$ cat src/rtl/bus_periph_pkg.sv
// Shared definitions for the 0x4000_00xx peripheral map: addresses, UCON bit
// positions and the UART transmit state encoding.
package bus_periph_pkg;

   localparam logic [31:0] TIMER_TH_ADDR  = 32'h4000_0000;
   localparam logic [31:0] TIMER_TL_ADDR  = 32'h4000_0004;
   localparam logic [31:0] TIMER_CON_ADDR = 32'h4000_0008;
   localparam logic [31:0] LED_ADDR       = 32'h4000_000C;
   localparam logic [31:0] SWITCH_ADDR    = 32'h4000_0010;
   localparam logic [31:0] DIGIT_ADDR     = 32'h4000_0014;
   localparam logic [31:0] TXD_ADDR       = 32'h4000_0018;
   localparam logic [31:0] RXD_ADDR       = 32'h4000_001C;
   localparam logic [31:0] UCON_ADDR      = 32'h4000_0020;

   localparam int UCON_BUSY_BIT    = 0;
   localparam int UCON_FULL_BIT    = 1;
   localparam int UCON_EMPTY_BIT   = 2;
   localparam int UCON_OVF_BIT     = 3;
   localparam int UCON_IRQ_EN_BIT  = 4;
   localparam int UCON_TX_DONE_BIT = 5;

   typedef enum logic [1:0] {
      TX_IDLE  = 2'd0,
      TX_START = 2'd1,
      TX_DATA  = 2'd2,
      TX_STOP  = 2'd3
   } tx_state_t;

endpackage

$ cat src/rtl/sync_fifo.sv
// Single-clock first-word-fall-through FIFO; a push while full is accepted
// only when a pop frees the head slot in the same cycle.
module sync_fifo #(
   parameter int WIDTH = 8,
   parameter int DEPTH = 4
) (
   input  logic                       clk,
   input  logic                       reset,
   input  logic                       push,
   input  logic                       pop,
   input  logic [WIDTH-1:0]           din,
   output logic [WIDTH-1:0]           dout,
   output logic                       full,
   output logic                       empty,
   output logic [$clog2(DEPTH):0]     count
);

   localparam int AW = $clog2(DEPTH);
   localparam int CW = AW + 1;
   localparam logic [CW-1:0] FULL_COUNT = CW'(DEPTH);

   logic [WIDTH-1:0] mem [DEPTH];
   logic [AW-1:0]    wr_ptr;
   logic [AW-1:0]    rd_ptr;
   logic             do_push;
   logic             do_pop;

   assign full    = (count == FULL_COUNT);
   assign empty   = (count == '0);
   assign do_pop  = pop && !empty;
   assign do_push = push && (!full || do_pop);
   assign dout    = mem[rd_ptr];

   // Storage carries no reset; only the pointers and count define validity.
   always_ff @(posedge clk) begin
      if (do_push) begin
         mem[wr_ptr] <= din;
      end
   end

   always_ff @(posedge clk or negedge reset) begin
      if (!reset) begin
         wr_ptr <= '0;
         rd_ptr <= '0;
         count  <= '0;
      end else begin
         if (do_push) begin
            wr_ptr <= wr_ptr + 1'b1;
         end
         if (do_pop) begin
            rd_ptr <= rd_ptr + 1'b1;
         end
         case ({do_push, do_pop})
            2'b10:   count <= count + 1'b1;
            2'b01:   count <= count - 1'b1;
            default: count <= count;
         endcase
      end
   end

endmodule

$ cat src/rtl/bus_uart_tx_responder.sv
// Bus responder exposing TXD and UCON: queues bytes in a small FIFO and sends
// them as 8N1 frames on tx, with a sticky tx_done flag driving a level irq.
module bus_uart_tx_responder #(
   parameter int          CLK_HZ     = 100000000,
   parameter int          BAUD       = 9600,
   parameter int          FIFO_DEPTH = 4,
   parameter logic [31:0] TXD_ADDR   = bus_periph_pkg::TXD_ADDR,
   parameter logic [31:0] UCON_ADDR  = bus_periph_pkg::UCON_ADDR
) (
   input  logic        clk,
   input  logic        reset,
   input  logic [31:0] addr,
   input  logic        Mem_rd,
   input  logic        Mem_wr,
   input  logic [31:0] Write_data,
   output logic [31:0] Read_data,
   output logic        hit,
   output logic        tx,
   output logic        irq
);

   import bus_periph_pkg::*;

   localparam int DIVISOR = CLK_HZ / BAUD;
   localparam int CNT_W   = (DIVISOR > 2) ? $clog2(DIVISOR) : 1;
   localparam logic [CNT_W-1:0] CNT_MAX = CNT_W'(DIVISOR - 1);
   localparam int FCW     = $clog2(FIFO_DEPTH) + 1;

   logic             txd_sel;
   logic             ucon_sel;
   logic             txd_wr;
   logic             ucon_wr;
   logic             fifo_pop;
   logic             fifo_full;
   logic             fifo_empty;
   logic [7:0]       fifo_dout;
   logic [FCW-1:0]   fifo_count;

   tx_state_t        state;
   logic [CNT_W-1:0] baud_cnt;
   logic [2:0]       bit_idx;
   logic [7:0]       shift;
   logic             baud_done;
   logic             frame_end;

   logic             overflow;
   logic             irq_en;
   logic             tx_done;
   logic [31:0]      ucon_status;
   logic             unused_bits;

   assign txd_sel  = (addr == TXD_ADDR);
   assign ucon_sel = (addr == UCON_ADDR);
   assign hit      = txd_sel || ucon_sel;
   assign txd_wr   = Mem_wr && txd_sel;
   assign ucon_wr  = Mem_wr && ucon_sel;

   assign fifo_pop  = (state == TX_IDLE) && !fifo_empty;
   assign baud_done = (baud_cnt == CNT_MAX);
   assign frame_end = (state == TX_STOP) && baud_done;

   assign irq = irq_en && tx_done;

   assign unused_bits = ^{Write_data[31:8], fifo_count};

   sync_fifo #(
      .WIDTH (8),
      .DEPTH (FIFO_DEPTH)
   ) u_fifo (
      .clk   (clk),
      .reset (reset),
      .push  (txd_wr),
      .pop   (fifo_pop),
      .din   (Write_data[7:0]),
      .dout  (fifo_dout),
      .full  (fifo_full),
      .empty (fifo_empty),
      .count (fifo_count)
   );

   always_comb begin
      ucon_status                   = '0;
      ucon_status[UCON_BUSY_BIT]    = (state != TX_IDLE);
      ucon_status[UCON_FULL_BIT]    = fifo_full;
      ucon_status[UCON_EMPTY_BIT]   = fifo_empty;
      ucon_status[UCON_OVF_BIT]     = overflow;
      ucon_status[UCON_IRQ_EN_BIT]  = irq_en;
      ucon_status[UCON_TX_DONE_BIT] = tx_done;
   end

   always_comb begin
      Read_data = '0;
      if (Mem_rd && ucon_sel) begin
         Read_data = ucon_status;
      end
   end

   // Hardware sets are applied after the W1C clears so a coincident set wins.
   always_ff @(posedge clk or negedge reset) begin
      if (!reset) begin
         overflow <= 1'b0;
         irq_en   <= 1'b0;
         tx_done  <= 1'b0;
      end else begin
         if (ucon_wr) begin
            irq_en <= Write_data[UCON_IRQ_EN_BIT];
            if (Write_data[UCON_OVF_BIT]) begin
               overflow <= 1'b0;
            end
            if (Write_data[UCON_TX_DONE_BIT]) begin
               tx_done <= 1'b0;
            end
         end
         if (txd_wr && fifo_full && !fifo_pop) begin
            overflow <= 1'b1;
         end
         if (frame_end) begin
            tx_done <= 1'b1;
         end
      end
   end

   // tx is loaded with the level for the state being entered, so the line
   // changes exactly on the edge that starts each bit period.
   always_ff @(posedge clk or negedge reset) begin
      if (!reset) begin
         state    <= TX_IDLE;
         baud_cnt <= '0;
         bit_idx  <= '0;
         shift    <= '0;
         tx       <= 1'b1;
      end else begin
         case (state)
            TX_IDLE: begin
               tx <= 1'b1;
               if (!fifo_empty) begin
                  shift    <= fifo_dout;
                  baud_cnt <= '0;
                  tx       <= 1'b0;
                  state    <= TX_START;
               end
            end
            TX_START: begin
               if (baud_done) begin
                  baud_cnt <= '0;
                  bit_idx  <= '0;
                  tx       <= shift[0];
                  state    <= TX_DATA;
               end else begin
                  baud_cnt <= baud_cnt + 1'b1;
               end
            end
            TX_DATA: begin
               if (baud_done) begin
                  baud_cnt <= '0;
                  if (bit_idx == 3'd7) begin
                     tx    <= 1'b1;
                     state <= TX_STOP;
                  end else begin
                     bit_idx <= bit_idx + 1'b1;
                     shift   <= {1'b0, shift[7:1]};
                     tx      <= shift[1];
                  end
               end else begin
                  baud_cnt <= baud_cnt + 1'b1;
               end
            end
            TX_STOP: begin
               if (baud_done) begin
                  baud_cnt <= '0;
                  tx       <= 1'b1;
                  state    <= TX_IDLE;
               end else begin
                  baud_cnt <= baud_cnt + 1'b1;
               end
            end
            default: begin
               tx    <= 1'b1;
               state <= TX_IDLE;
            end
         endcase
      end
   end

endmodule

$ cat config.mk
export PLATFORM = sky130hd
export DESIGN_NAME = bus_uart_tx_responder
export DESIGN_NICKNAME = d
export VERILOG_FILES = /design/src/rtl/bus_periph_pkg.sv /design/src/rtl/sync_fifo.sv /design/src/rtl/bus_uart_tx_responder.sv
export SDC_FILE = /design/constraint.sdc
export NUM_CORES = 1
export LEC_CHECK = 0
export ABC_AREA = 1
export CORE_MARGIN = 1
export CORE_UTILIZATION = 40
export DETAILED_ROUTE_END_ITERATION = 6
export PLACE_DENSITY = 0.68
export REMOVE_ABC_BUFFERS = 1
export SLEW_MARGIN = 30
export SYNTH_ARGS = -nofsm -noshare
export SYNTH_HDL_FRONTEND = slang
export SYNTH_SLANG_ARGS = --single-unit
$ cat constraint.sdc
create_clock -name clk -period 3.1 [get_ports clk]
set_clock_uncertainty 0.15 [all_clocks]
set_input_delay 0.31 -clock clk [delete_from_list [all_inputs] [get_ports clk]]
set_output_delay 0.31 -clock clk [all_outputs]
set_load 0.01 [all_outputs]
; ---- Yosys cells after proc, flatten, opt, wreduce, memory -nomap -nowiden
; Memory sizes are Yosys's and may differ from the RTL's.
; Index checks and enable logic that the tools add are counted.
[word_totals]
reg_bits = 38
inputBits = 68
output_inout_bits = 35
wordCells = 99
ram_bits = 32
n_memories = 1
[classes]
addsub = 6
n_eq_ne = 16
mux = 33
reduce_logical = 32
[mem_list]
columns = name, depth, word_bits, rd, rd_clocked_by_memory_dff, write_ports, line
row1 = u_fifo.mem, 4, 8, 1, 0, 1, sync_fifo.sv:22  ; logic [WIDTH-1:0] mem [DEPTH];
[op_table]
columns = cell, count
row1 = equality test 32 x 31 -> 1 bit (second input constant), 2
row2 = 2-to-1 mux 14 bit, 2
row3 = one-hot mux 14 bit (2 select lines), 1
row4 = 2-to-1 mux 8 bit, 3
row5 = one-hot mux 8 bit (2 select lines), 1
row6 = nonzero test 2 bit, 8
row7 = adder 14 x 1 -> 14 bit (second input constant), 1
row8 = equality test 14 bit (second input constant), 1
row9 = 2-to-1 mux 1 bit, 13
row10 = != test 2 bit (second input constant), 6
row11 = one-hot mux 3 bit (2 select lines), 2
row12 = logical AND 1 bit, 10
row13 = 2-to-1 mux 2 bit, 5
row14 = 2-to-1 mux 3 bit, 3
row15 = one-hot mux 2 bit (4 select lines), 1
row16 = AND reduction 4 bit, 2
row17 = adder 3 x 1 -> 3 bit (second input constant), 2
row18 = equality test 2 bit (second input constant), 3
row19 = equality test 3 bit (second input constant), 2
row20 = 2-to-1 mux 6 bit, 1
row21 = AND reduction 5 bit, 1
row22 = adder 2 x 1 -> 2 bit (second input constant), 2
row23 = equality test 2 x 1 -> 1 bit (second input constant), 2
row24 = one-hot mux 1 bit (4 select lines), 1
row25 = other kinds (8), 12

; ---- Logic depth before layout (Yosys ltp)
; Gate-level depths: netlist of the first run.
[depth]
ltp_word = 8
mapped_depth = 13
ltp_nobuf = 13

; ---- Modules after synthesis
; Synthesis of the first run repeated with hierarchy kept, for this count alone.
[hier_totals]
cells_unflattened = 470
hier_area_um2 = 3987.6
[by_module_without_submodules]
columns = mod, area_per_inst_um2, seq_area_each_um2, cells_each, n_inst
row1 = bus_uart_tx_responder, 2272.2, 777.0, 322, 1
row2 = sync_fifo, 1715.4, 1136.1, 148, 1

; ---- Least setup slack after synthesis of the first run
; OpenSTA, ideal clock, no wires.
[synth_timing]
path_type = reg-to-reg
start = reg state[0]
end = reg u_fifo.count[2]
t_required_ns = 2.819
slack_ns = 0.719
setup_time_ns = 0.131
path_buffers = 0
stages_incl_launch_ff = 12
period_less_slack_ns = 2.381
arrival_time_ns = 2.100
path_cell_list = dfrtp_1 inv_1 ha_1 inv_1 nand3_1 nand3_2 ha_1 inv_1 fa_1 a21oi_1 o21ai_0 xor2_1
[synth_between]
elab_chain_len = 7
elab_cells_between_ends = 9
cone_classes = 2 x eq/ne / 1 x mux / 6 x reduce/logical
[synth_lines]
columns = element, line
row1 = "start, declared", bus_uart_tx_responder.sv:39  ; tx_state_t state;
row2 = "start signal, assigned", bus_uart_tx_responder.sv:127  ; state <= TX_IDLE;
row3 = "start signal, assigned", bus_uart_tx_responder.sv:140  ; state <= TX_START;
row4 = "start signal, assigned", bus_uart_tx_responder.sv:148  ; state <= TX_DATA;
row5 = logical NOT 2 bit *, bus_uart_tx_responder.sv:58  ; assign fifo_pop = (state == TX_IDLE) && !fifo_empty;
row6 = logical AND 1 bit *, bus_uart_tx_responder.sv:58
row7 = logical AND 1 bit *, sync_fifo.sv:30  ; assign do_pop = pop && !empty;
row8 = logical OR 1 bit, sync_fifo.sv:31  ; assign do_push = push && (!full || do_pop);
row9 = logical AND 1 bit, sync_fifo.sv:31
row10 = equality test 2 x 1 -> 1 bit / equality test 2 bit (equally long branches), sync_fifo.sv:53  ; case ({do_push, do_pop})
row11 = one-hot mux 3 bit (2 select lines) / nonzero test 2 bit (equally long branches), -
row12 = "end signal, assigned", sync_fifo.sv:54  ; 2'b10: count <= count + 1'b1;
row13 = "end signal, assigned", sync_fifo.sv:55  ; 2'b01: count <= count - 1'b1;
row14 = "end signal, assigned", sync_fifo.sv:56  ; default: count <= count;
row15 = "end, declared", sync_fifo.sv:15  ; output logic [$clog2(DEPTH):0] count
; Mark *: on every way between the ends. The rest lies on a longest branch, timed or not.
; A chain may end at the register's enable or synchronous reset.

; ---- Worst setup path after layout of the first run
[layout_timing]
start = in addr[30]
end = out Read_data[4]
[layout_between]
elab_chain_len = 3
[layout_lines]
columns = element, line
row1 = "start, declared", bus_uart_tx_responder.sv:12  ; input logic [31:0] addr,
row2 = equality test 32 x 31 -> 1 bit, bus_uart_tx_responder.sv:53  ; assign ucon_sel = (addr == UCON_ADDR);
row3 = logical AND 1 bit, bus_uart_tx_responder.sv:93  ; if (Mem_rd && ucon_sel) begin
row4 = 2-to-1 mux 6 bit, bus_uart_tx_responder.sv:93
row5 = "end, declared", bus_uart_tx_responder.sv:16  ; output logic [31:0] Read_data,
; Every way passes these cells.

==> results of run 1 <==
through the flow:
step,hold slack [ps],std cells,utilization,power [µW]
2_1_floorplan,-135.6,438,-,1011
3_3_place_gp,306.4,625,0.4756,1081
3_5_place_dp,310.3,625,0.4756,1082
4_1_cts,327.9,642,0.4988,1832
5_1_grt,348.2,642,0.4991,1889
6_report,316.8,642,0.4991,1820
what timing repair did:
item,CTS,global route
hold endpoints to repair,37,0
buffers inserted,0,0
resized for setup,0,0
hold buffers,1,0
synthesized netlist by cell type (all sizes together):
library cell | count | area, µm²
nand2 | 140 | 565.5
nand3 | 55 | 302.8
nor2 | 55 | 246.5
inv | 40 | 150.2
dfrtp | 37 | 925.9
buf | 33 | 235.2
edfxtp | 32 | 960.9
ha | 13 | 162.7
o21ai | 13 | 65.06
xor2 | 7 | 61.31
a21oi | 5 | 25.02
nand4 | 5 | 31.28
clkbuf | 2 | 7.510
o22ai | 2 | 12.51
clkinv | 1 | 5.000
conb | 1 | 3.750
dfstp | 1 | 26.28
fa | 1 | 20.02
nand3b | 1 | 7.510
nor3 | 1 | 5.000
o31ai | 1 | 7.510
or2 | 1 | 6.260
xnor2 | 1 | 8.760
cell families after synthesis:
logic type	Yosys count	share of synthesized area
DFF	70	0.4979
buffers and inverters	76	0.1035
xor gates and xnor gates	8	0.01824
adders and majority gates	14	0.04754
AOI/OAI and AO/OA	21	0.02865
and+or+nand+nor	258	0.3032
other	1	0.0009759
routing by layer:
metal | vias to the layer above | GRT usage
met5 | - | 0
met4 | 0 | 0.05909
met3 | 6 | 0.03830
met2 | 92 | 0.2844
met1 | 1388 | 0.1969
li1 | 1505 | -
final timing paths:
| kind | start | slack [ps] | to | cells after the start |
|---|---|---|---|---|
| min in group clk | shift[2] | 330 | shift[2] | 2 |
| hold / removal | reset | 320 | baud_cnt[0] | 2 |
| hold reg to reg | shift[2] | 330 | shift[2] | 2 |
| max in group asynchronous | reset | 2120 | tx | 2 |
| setup / recovery | addr[30] | 400 | Read_data[4] | 10 |
| setup reg to reg | state[0] | 490 | u_fifo.count[2] | 11 |
state kept, by name, summed over array words and instances, names as in the netlist:
name           count
tx                 1
u_fifo.count       3
u_fifo.rd_ptr      2
state              2
u_fifo.wr_ptr      2
baud_cnt          14
shift              8
bit_idx            3
u_fifo.mem        32
tx_done            1
overflow           1
irq_en             1
layout make-up:
class | instances | area [µm²]
fillers | 893 | 4651
flip-flops and latches | 70 | 1913
multi-input cells | 327 | 1625
repair buffers | 59 | 573.1
well taps | 129 | 161.4
inverters | 41 | 155.1
clock buffers | 9 | 123.9
clock inverters | 7 | 81.33
worst max-delay path, stage by stage:
cell,delay [ps]
clkdlybuf4s50_1,450
inv_1,30
nor2_1,70
nand2_1,50
nor2_1,80
nand2_1,110
nor2_2,220
nand2_1,190
nor2_1,140
clkdlybuf4s50_1,570
power by group through the flow:
stage          combinational [µW]  sequential, µW  clock, µW
2_1_floorplan                21.0             990          0
4_1_cts                      93.5             970        768
6_report                     92.7             970        757
3_3_place_gp                 91.0             990          0
5_1_grt                       104             970        815
3_5_place_dp                 92.4             990          0
==> impl_metrics.env, run 1 <==
export IMPL_status="completed"
export IMPL_drc=0
export IMPL_dpl_cell_area_mm2=0.004415
export IMPL_grtUsageTotal=0.1629
export IMPL_drt_total_wl_um=7466
export IMPL_die_area_mm2=0.01000
export IMPL_pwr_share_seq=0.533
export IMPL_cts_max_level=3
export IMPL_wire_per_inst_um=11.63
export IMPL_power_density_mw_per_mm2=392.8
export IMPL_synth_distinct_cells=32
export IMPL_wl_met2_um=3719
export IMPL_routed_top_layer="met4"
export IMPL_worstHoldPathType="primary input to async pin"
export IMPL_yosysWarnings=0
export IMPL_hpwl_um=5478
export IMPL_internal_power_uw=1402
export IMPL_syn_area_per_cell_um2=8.577
export IMPL_final_common_cell="nand2_1"
export IMPL_vias_per_cell=4.659
export IMPL_synth_seq_cells=70
export IMPL_worstSkewPairLatency_ps=340
export IMPL_total_leakage_power_uw=0.002047
export IMPL_cts_buffers=9
export IMPL_die_w_um=100.0
export IMPL_vdd_drop_max_v=0.0001684
export IMPL_ioPinCount=103
export IMPL_rsz0062_at_grt="false"
export IMPL_fin_setup_tns_ps=0
export IMPL_cts_tree="yes"
export IMPL_post_place_ws_ps=377.1
export IMPL_grt_pass1_wl_um=12650
export IMPL_synth_area_mm2=0.003842
export IMPL_design_area_mm2=0.004633
export IMPL_drtAntennaViolNets=0
export IMPL_cp_required_ps=2640
export IMPL_cts_sinks=70
export IMPL_antenna_cells=0
export IMPL_switching_share=0.2294
export IMPL_critical_path_class="primary input to output pin"
export IMPL_slew_headroom=0.6128
export IMPL_grt_max_degree=39
export IMPL_p_comb_frac=0.051
export IMPL_antenna_found_initial=0
export IMPL_layout_setup_ws_ps=396.9
export IMPL_nNetsFinal=590
export IMPL_clk_path_buf_depth=2
export IMPL_rows=35
export IMPL_critical_path_arrival_ps=2240
export IMPL_max_freq_mhz=369.9
export IMPL_drt_met1_wl_um=3309
export IMPL_globalplace_congestion=0.7435
export IMPL_overflow=0
export IMPL_hold_viol=0
export IMPL_clock_power_share=0.416
export IMPL_p_switching_uw=417.6
export IMPL_cp_start_kind="primary input"
export IMPL_finalSetupViolations=0
export IMPL_cap_violations=0
export IMPL_synthCells=448
export IMPL_grt_pass1_vias=2797
export IMPL_root_buffer="clkbuf_8"
export IMPL_end_kind="output pin"
export IMPL_finalMaxSlewViolations=0
export IMPL_portBuffers=52
export IMPL_initial_core_util=0.4139
export IMPL_core_area_mm2=0.009284
export IMPL_drt_first_pass_iters=5
export IMPL_drt_initial_drc_count=134
export IMPL_seq_area_frac_synth=0.4979
export IMPL_min_period_ps=2703
export IMPL_finalCritPeriodShare=0.8720
export IMPL_final_cell_mix="nand2_1, nand3_1, clkdlybuf4s50_1"
export IMPL_drive_above_1_share=0.1053
export IMPL_via_count=2991
export IMPL_path_clk_slew_ps=80
export IMPL_crit_path_max_fanout=6
export IMPL_fp_dieH_um=100.0
export IMPL_tightest_slew_ps=580.9
export IMPL_area_growth_syn_to_layout_pct=20.58
export IMPL_dr_wl_met3_um=349
Power figures use the tool's default switching activity.
==> run 2, diff against run 1 <==
--- a/config.mk
+++ b/config.mk
@@ -9,6 +9,7 @@
 export CORE_MARGIN = 1
 export CORE_UTILIZATION = 40
 export DETAILED_ROUTE_END_ITERATION = 6
+export HOLD_SLACK_MARGIN = 0.08
 export PLACE_DENSITY = 0.68
 export REMOVE_ABC_BUFFERS = 1
 export SLEW_MARGIN = 30
==> results of run 2 <==
No change in the layout: final DEF, timing and power equal those of run 1.
==> run 3, diff against run 2 <==
--- a/config.mk
+++ b/config.mk
@@ -9,8 +9,8 @@
 export CORE_MARGIN = 1
 export CORE_UTILIZATION = 40
 export DETAILED_ROUTE_END_ITERATION = 6
+export DONT_BUFFER_PORTS = 1
 export HOLD_SLACK_MARGIN = 0.08
-export PLACE_DENSITY = 0.68
 export REMOVE_ABC_BUFFERS = 1
 export SLEW_MARGIN = 30
 export SYNTH_ARGS = -nofsm -noshare
==> run 3 against run 2 <==
Against the previous run: cell count down 6.5%; global-route usage about the same; via count shrank 5.5%; sequential power about the same; hold slack worse by 110 ps; largest power group unchanged.
==> impl_metrics.env, run 3 (synthesis results as in run 1) <==
export IMPL_die_w_um=100.0
export IMPL_crit_path_max_fanout=7
export IMPL_globalplace_congestion=0.7466
export IMPL_crit_end="u_fifo.count[2]"
export IMPL_r2r_end="u_fifo.count[2]"
export IMPL_cp_start_kind="flop"
export IMPL_layout_setup_ws_ps=550.6
export IMPL_cap_violations=0
export IMPL_root_buffer="clkbuf_8"
export IMPL_cts_buffers=9
export IMPL_drive_above_1_share=0.1146
export IMPL_portBuffers=0
export IMPL_status="completed"
export IMPL_rows=35
export IMPL_p_comb_frac=0.030
export IMPL_worstSkewPairLatency_ps=360
export IMPL_overflow=0
export IMPL_regMostFlops="u_fifo.mem"
export IMPL_p_switching_uw=453.7
export IMPL_area_growth_syn_to_layout_pct=9.639
export IMPL_path_clk_slew_ps=80
export IMPL_hold_viol=0
export IMPL_wire_per_inst_um=12.19
export IMPL_drt_first_pass_iters=4
export IMPL_startpoint="state[0]"
export IMPL_finalMaxSlewViolations=0
export IMPL_ioPinCount=103
export IMPL_critical_path_class="flop to flop"
export IMPL_cp_required_ps=3180
export IMPL_grt_pass1_wl_um=12550
export IMPL_hpwl_um=5200
export IMPL_clk_path_buf_depth=2
export IMPL_clock_power_share=0.418
export IMPL_whs_ps=207.0
export IMPL_tightest_slew_ps=614.7
export IMPL_switching_share=0.2581
export IMPL_grt_max_degree=39
export IMPL_final_common_cell="nand2_1"
export IMPL_min_period_ps=2549
export IMPL_vias_per_cell=4.712
export IMPL_final_cell_mix="nand2_1, nand3_1, nor2_1"
export IMPL_nNetsFinal=548
export IMPL_worstHoldPathType="primary input to flop"
export IMPL_drt_initial_drc_count=90
export IMPL_pwr_share_seq=0.552
export IMPL_drt_total_wl_um=7312
export IMPL_vdd_drop_max_v=0.0002148
export IMPL_total_leakage_power_uw=0.001895
export IMPL_drtAntennaViolNets=0
export IMPL_end_kind="flop"
export IMPL_core_area_mm2=0.009284
export IMPL_r2r_start="state[0]"
export IMPL_via_count=2827
export IMPL_die_area_mm2=0.01000
export IMPL_reg_top3="u_fifo.mem (32), baud_cnt (14), shift (8)"
export IMPL_critical_path_arrival_ps=2630
export IMPL_max_freq_mhz=392.3
export IMPL_drc=0
export IMPL_finalSetupViolations=0
export IMPL_slew_headroom=0.5902
export IMPL_largest_register_ffs=32
export IMPL_cts_tree="yes"
export IMPL_initial_core_util=0.4139
export IMPL_r2r_cells=11
export IMPL_cts_resized=0
export IMPL_fin_setup_tns_ps=0
export IMPL_cts_sinks=70
export IMPL_cts_max_level=3
export IMPL_fp_dieH_um=100.0
export IMPL_antenna_found_initial=0
export IMPL_grtUsageTotal=0.1628
export IMPL_power_density_mw_per_mm2=417.3
export IMPL_antenna_cells=0
export IMPL_internal_power_uw=1304
export IMPL_finalCritPeriodShare=0.8224
export IMPL_p_total_uw=1758
export IMPL_grt_pass1_vias=2745
export IMPL_rrSetupSlack_ps=550
export IMPL_rsz0062_at_grt="false"
export IMPL_cts_setup_buffers=0
export IMPL_post_place_ws_ps=548.9
-- run 3: changes by cell type in the layout (fill, tap and decap cells not counted) --
cell,before,now
clkdlybuf4s50_1,51,0
dlygate4sd3_1,1,10
clkinv_4,3,0
inv_8,0,3
inv_6,2,4
buf_12,0,1
buf_4,7,6
bufinv_16,1,0
clkinvlp_4,1,0
-- run 3: cell type report --
type	instances	area, µm²
clock buffer	9	123.9
inverter	41	155.1
timing repair buffer	17	165.2
sequential	70	1913
multi-input combinational	327	1625
tap	129	161.4
fill	921	5071
clock inverter	7	68.82
-- run 3: worst min-delay path by stage --
stage / start / to / slack [ps] / cells past startpoint
floorplan: reset / baud_cnt[0] / -140 / 0
global placement: reset / baud_cnt[0] / -130 / 0
detailed placement: reset / baud_cnt[0] / -140 / 0
CTS: addr[12] / u_fifo.wr_ptr[0] / 200 / 7
global route: addr[5] / u_fifo.wr_ptr[0] / 250 / 7
finish: addr[12] / u_fifo.wr_ptr[0] / 210 / 7
-- run 3: metal layers --
layer / track usage / vias to the layer above / part of all wire
li1: - / 1436 / -
met1: 0.2015 / 1301 / 0.47
met2: 0.2684 / 79 / 0.47
met3: 0.04109 / 11 / 0.043
met4: 0.07581 / 0 / 0.015
met5: 0 / - / 0
-- run 3: worst max-delay path: stages, from the launching register on --
cell and delay [ps]:
dfrtp_1 400, inv_1 100, ha_1 210, inv_1 180, nand3_1 210, nand3_2 190, ha_1 170, inv_1 60
fa_1 370, a21oi_1 150, o21ai_0 110, xor2_1 150
-- run 3: through the flow --
stage | area, µm² | utilization | std cells
floorplan | 3694 | - | 438
global placement | 3900 | 0.4201 | 573
detailed placement | 3900 | 0.4201 | 573
CTS | 4213 | 0.4538 | 600
global route | 4213 | 0.4538 | 600
finish | 4213 | 0.4538 | 600
-- run 3: repair_timing --
action | CTS | global route
setup endpoints to repair | 0 | 0
hold endpoints to repair | 75 | 0
hold buffers | 11 | 0
-- run 3: power groups by stage --
stage / combinational [µW] / clock [µW] / sequential [µW]
finish: 52.3 / 735 / 970
global route: 60.3 / 793 / 970
CTS: 52.9 / 756 / 970
detailed placement: 22.0 / 0 / 990
global placement: 21.4 / 0 / 990
floorplan: 21.0 / 0 / 990
